File: src/rtl/prio_encoder_rr.sv
// Parametrised priority encoder, fixed or round-robin priority,
// with a single registered output stage and valid/ready handshake.
module prio_encoder_rr #(
   parameter int N = 4,
   parameter int RR_MODE = 0,
   localparam int W = (N > 1) ? $clog2(N) : 1
) (
   input  logic         clk,
   input  logic         rst,
   input  logic [N-1:0] req,
   input  logic         in_valid,
   output logic         in_ready,
   output logic [W-1:0] idx,
   output logic [N-1:0] grant,
   output logic         none,
   output logic         out_valid,
   input  logic         out_ready
);

   logic [W-1:0] idx_q, idx_d;
   logic [W-1:0] ptr_q, ptr_d;
   logic [N-1:0] grant_q, grant_d;
   logic         none_q, none_d;
   logic         valid_q, valid_d;

   logic [W-1:0] win_idx;
   logic [N-1:0] win_grant;
   logic         hit;
   logic         accept;
   int           pos;

   // Single output register: we can take a new request whenever the
   // current result is absent or leaving this cycle.
   assign in_ready = !valid_q || out_ready;
   assign accept   = in_valid && in_ready;

   // Find the winning request in the active priority order.
   always_comb begin
      win_idx = '0;
      hit     = 1'b0;
      pos     = 0;
      if (RR_MODE != 0) begin
         // Walk the wrapped order backwards so the first hit in
         // ptr, ptr+1, ... order is the last one written.
         for (int k = N - 1; k >= 0; k--) begin
            pos = int'(ptr_q) + k;
            if (pos >= N) pos = pos - N;
            if (req[pos]) begin
               win_idx = W'(pos);
               hit     = 1'b1;
            end
         end
      end else begin
         for (int i = 0; i < N; i++) begin
            if (req[i]) begin
               win_idx = W'(i);
               hit     = 1'b1;
            end
         end
      end
      win_grant = hit ? (N'(1) << win_idx) : '0;
   end

   // Next-state for the output register and round-robin pointer.
   always_comb begin
      idx_d   = idx_q;
      grant_d = grant_q;
      none_d  = none_q;
      valid_d = valid_q;
      ptr_d   = ptr_q;
      if (accept) begin
         idx_d   = win_idx;
         grant_d = win_grant;
         none_d  = !hit;
         valid_d = 1'b1;
         if (RR_MODE != 0 && hit) begin
            ptr_d = (win_idx == W'(N - 1)) ? '0 : win_idx + W'(1);
         end
      end else if (out_ready) begin
         valid_d = 1'b0;
      end
   end

   // State registers; reset drops any held result.
   always_ff @(posedge clk or posedge rst) begin
      if (rst) begin
         idx_q   <= '0;
         grant_q <= '0;
         none_q  <= 1'b0;
         valid_q <= 1'b0;
         ptr_q   <= '0;
      end else begin
         idx_q   <= idx_d;
         grant_q <= grant_d;
         none_q  <= none_d;
         valid_q <= valid_d;
         ptr_q   <= ptr_d;
      end
   end

   assign idx       = idx_q;
   assign grant     = grant_q;
   assign none      = none_q;
   assign out_valid = valid_q;

endmodule

File: config.mk
export PLATFORM = sky130hd
export DESIGN_NAME = prio_encoder_rr
export DESIGN_NICKNAME = d
export VERILOG_FILES = /design/src/rtl/prio_encoder_rr.sv
export SDC_FILE = /design/constraint.sdc
export NUM_CORES = 1
export LEC_CHECK = 0
export BUFFER_PORTS_ARGS = -buffer_cell sky130_fd_sc_hd__buf_2
export CORE_AREA = 2 2 39 41
export CTS_CLUSTER_SIZE = 24
export DETAILED_ROUTE_END_ITERATION = 12
export DIE_AREA = 0 0 41 43
export GPL_ROUTABILITY_DRIVEN = 0
export PLACE_DENSITY = 0.53
export REMOVE_ABC_BUFFERS = 1
export SLEW_MARGIN = 0
export SYNTH_ARGS = -nofsm -noshare
export SYNTH_HDL_FRONTEND = slang
export SYNTH_SLANG_ARGS = --single-unit
File: constraint.sdc
create_clock -name clk -period 1.1 [get_ports clk]
set_input_delay 0.055 -clock clk [delete_from_list [all_inputs] [get_ports clk]]
set_output_delay 0.055 -clock clk [all_outputs]
set_load 0.1 [all_outputs]
==> summary.txt <==
Status
  • Status: finished clean

Route
  • Wire per inst: 10.6 um
  • Total wire length: 722 um
  • Antenna violation net count after detailed routing: 0
  • Vias per cell: 4.19
  • Total iterations of the first detailed-routing run: 2
  • Via count: 285
  • DR iter-0 viols: 4
  • Remaining DRCs: 0

Clocking
  • Clock-pin slew on the worst setup and hold paths: 50 ps
  • TritonCTS buffer count: 3
  • Worst-Skew Late Latency: 240 ps
  • Maximum clock path buffer count: 2
  • # resized after CTS: 0
  • Root Buffer: clkbuf_4
  • CTS sink cnt: 8
  • H-tree depth: 1
  • CTS tree: done

Synthesis
  • Largest area contributor in the netlist: dfrtp_1
  • Most common cell in the synthesized netlist: dfrtp_1
  • Synth cell count leaders: 8 x dfrtp_1, 4 x mux2_4, 3 x a21oi_1, 3 x inv_1
  • Sequential-to-total area share from yosys stat: 53.9%
  • Synth warn: 0
  • Yosys cell types: 14
  • Synthesized area per cell: 12.4 um2
  • Gate Count Post-Synth: 30
  • Yosys top cell area share: 53.9%
  • Synth top area cells: dfrtp_1 54%, mux2_4 16%, a21oi_1 4.0%
  • Main flop type after synthesis: dfrtp_1
  • Ys async rst share: 100%
  • Mapped cell area: 372 um2
  • EDFF count, synth: 0
  • Register bit total from synthesis: 8

Setup path
  • CP max stage delay: 340 ps
  • Worst-path fanout max: 5
  • CP Class: register to register
  • Setup crit end kind: register
  • Worst path slowest cell: dfrtp_1
  • Crit start category: register
  • CP Launch Point: out_valid
  • R2R Path Start: out_valid
  • CP delay by family, top: flip-flops
  • Worst path bufs/invs: 1
  • Worst EP required: 1220 ps
  • Arrival time at the worst endpoint: 1220 ps
  • Worst-path cell chain: nand2b_1, buf_4, nand2_4, mux2_4

Timing
  • Final min period: 1090 ps
  • Worst Max-Slew Pin Slew: 305 ps
  • RSZ-0062 raised after global routing: true
  • Fin crit share: 99.3%
  • Relative slew slack: 79.7%
  • Final setup violating endpoints: 0
  • Post-route setup slack: 7.51 ps
  • Max Freq: 0.915 GHz
  • Clock Skew: 2.63 ps
  • Final Hold Violating Endpoints: 0
  • Slew Limit Fails: 0
  • TNS Setup: 0 ps

Power and ir drop
  • Lkg Pwr: 0.320 nW
  • Max IR drop VDD: 0.000562 V
  • Pwr/cell area: 1580 nW/um2

Floorplan
  • Die width: 41 um
  • Die ar.: 1760 um2
  • DIE HEIGHT: 43 um
  • I/O pin cnt: 17
  • Core Rows: 14
  • Placeable Area: 1380 um2
  • Initial Util: 26.9%

Global route
  • GRT overflow: 0
  • First-pass GRT wire length: 1.20 mm
  • Initial antenna violation count: 0
  • Largest net degree at the start of global routing: 9
  • GRT Total Usage: 10.3%
  • Vias in the first global route: 284

Layout
  • N_diodes: 0
  • Share of post-route cells with drive strength above 1: 51.9%
  • Area delta synth->final: 75.1%
  • Final Core Density: 47.0%
  • Number of nets in the layout: 62

Placement
  • Pre-CTS setup slack: 62.7 ps
  • Port buffer count: 16

Min path
  • Min-Delay Path Class: input pin to register
  • Hold_sp: req[1]

Flow run
  • Max cap viols: 0
-- power by group --
part | switching [mW] | internal [mW] | total [mW]
Sequential | 0.0310 | 0.323 | 0.354
Combinational | 0.289 | 0.173 | 0.463
Clock | 0.0874 | 0.124 | 0.211
-- final timing paths --
kind                              to  slack (ps)  cells past startpoint
max                         grant[2]           8                      4
min                         grant[1]          90                      3
max reg2reg                 grant[2]           8                      4
min reg2reg                 grant[3]         580                      1
max in group asynchronous   grant[0]         580                      3
min in group asynchronous  out_valid         290                      3
-- cell families (layout without fill, tap and decap cells) --
logic type,count (synthesis),count (layout),synth area share (%)
mux,5,5,18.9
simple gates,8,8,13.8
flops,8,8,53.9
buf+inv,4,26,6.06
compound gates,5,5,7.41
-- worst register-to-register path, delay by kind of cell (launching register included) --
kind,cells,cell delay (ps)
simple gates,2,180
mux,1,310
buf+inv,1,140
flops,1,340
-- per-stage QoR --
stage,power (mW),hold slack (ps),instance area [um2],instances
global placement,0.816,18.0,611,63
floorplan,0.629,-129,360,29
detailed placement,0.818,12.6,611,63
finish,1.03,88.4,651,68
CTS,1.04,88.0,651,68
global route,1.07,95.1,651,68
-- final cells by class --
type	instances	area [um2]
Clock buffer	3	22.5
Tap cell	16	20.0
Inverter	3	11.3
Multi-Input combinational cell	18	149
Fill cell	124	733
Sequential cell	8	200
Timing Repair Buffer	20	248
-- what timing repair did --
action / CTS / global route
endpoints found under the setup margin: 1 / 5
buffers inserted: 1 / 0
hold buffers: 1 / 0
cloned: 0 / 0
endpoints found under the hold margin: 8 / 0
-- sequential cells by signal (all words and copies together), names as in the netlist --
signal and count:
grant 4, idx 2, out_valid 1, none 1
-- per-layer routing --
| metal | track usage, % | wire length, um |
|---|---|---|
| met4 | 6.00 | 7 |
| met5 | 0 | 0 |
| met3 | 3.14 | 63 |
| met1 | 15.9 | 362 |
| met2 | 12.2 | 289 |
-- layout by cell type, fill, tap and decap left out --
cell type	n
buf_12	9
dfrtp_1	8
buf_2	7
mux2_4	4
a21oi_1	3
inv_1	3
clkbuf_4	3
buf_4	3
nor2_1	2
a31oi_1	2
nor4_1	1
nand2b_1	1
nand2_4	1
nor4b_1	1
nand2_1	1
mux2i_1	1
or2b_1	1
dlygate4sd3_1	1
(Power assumes the default switching activity.)
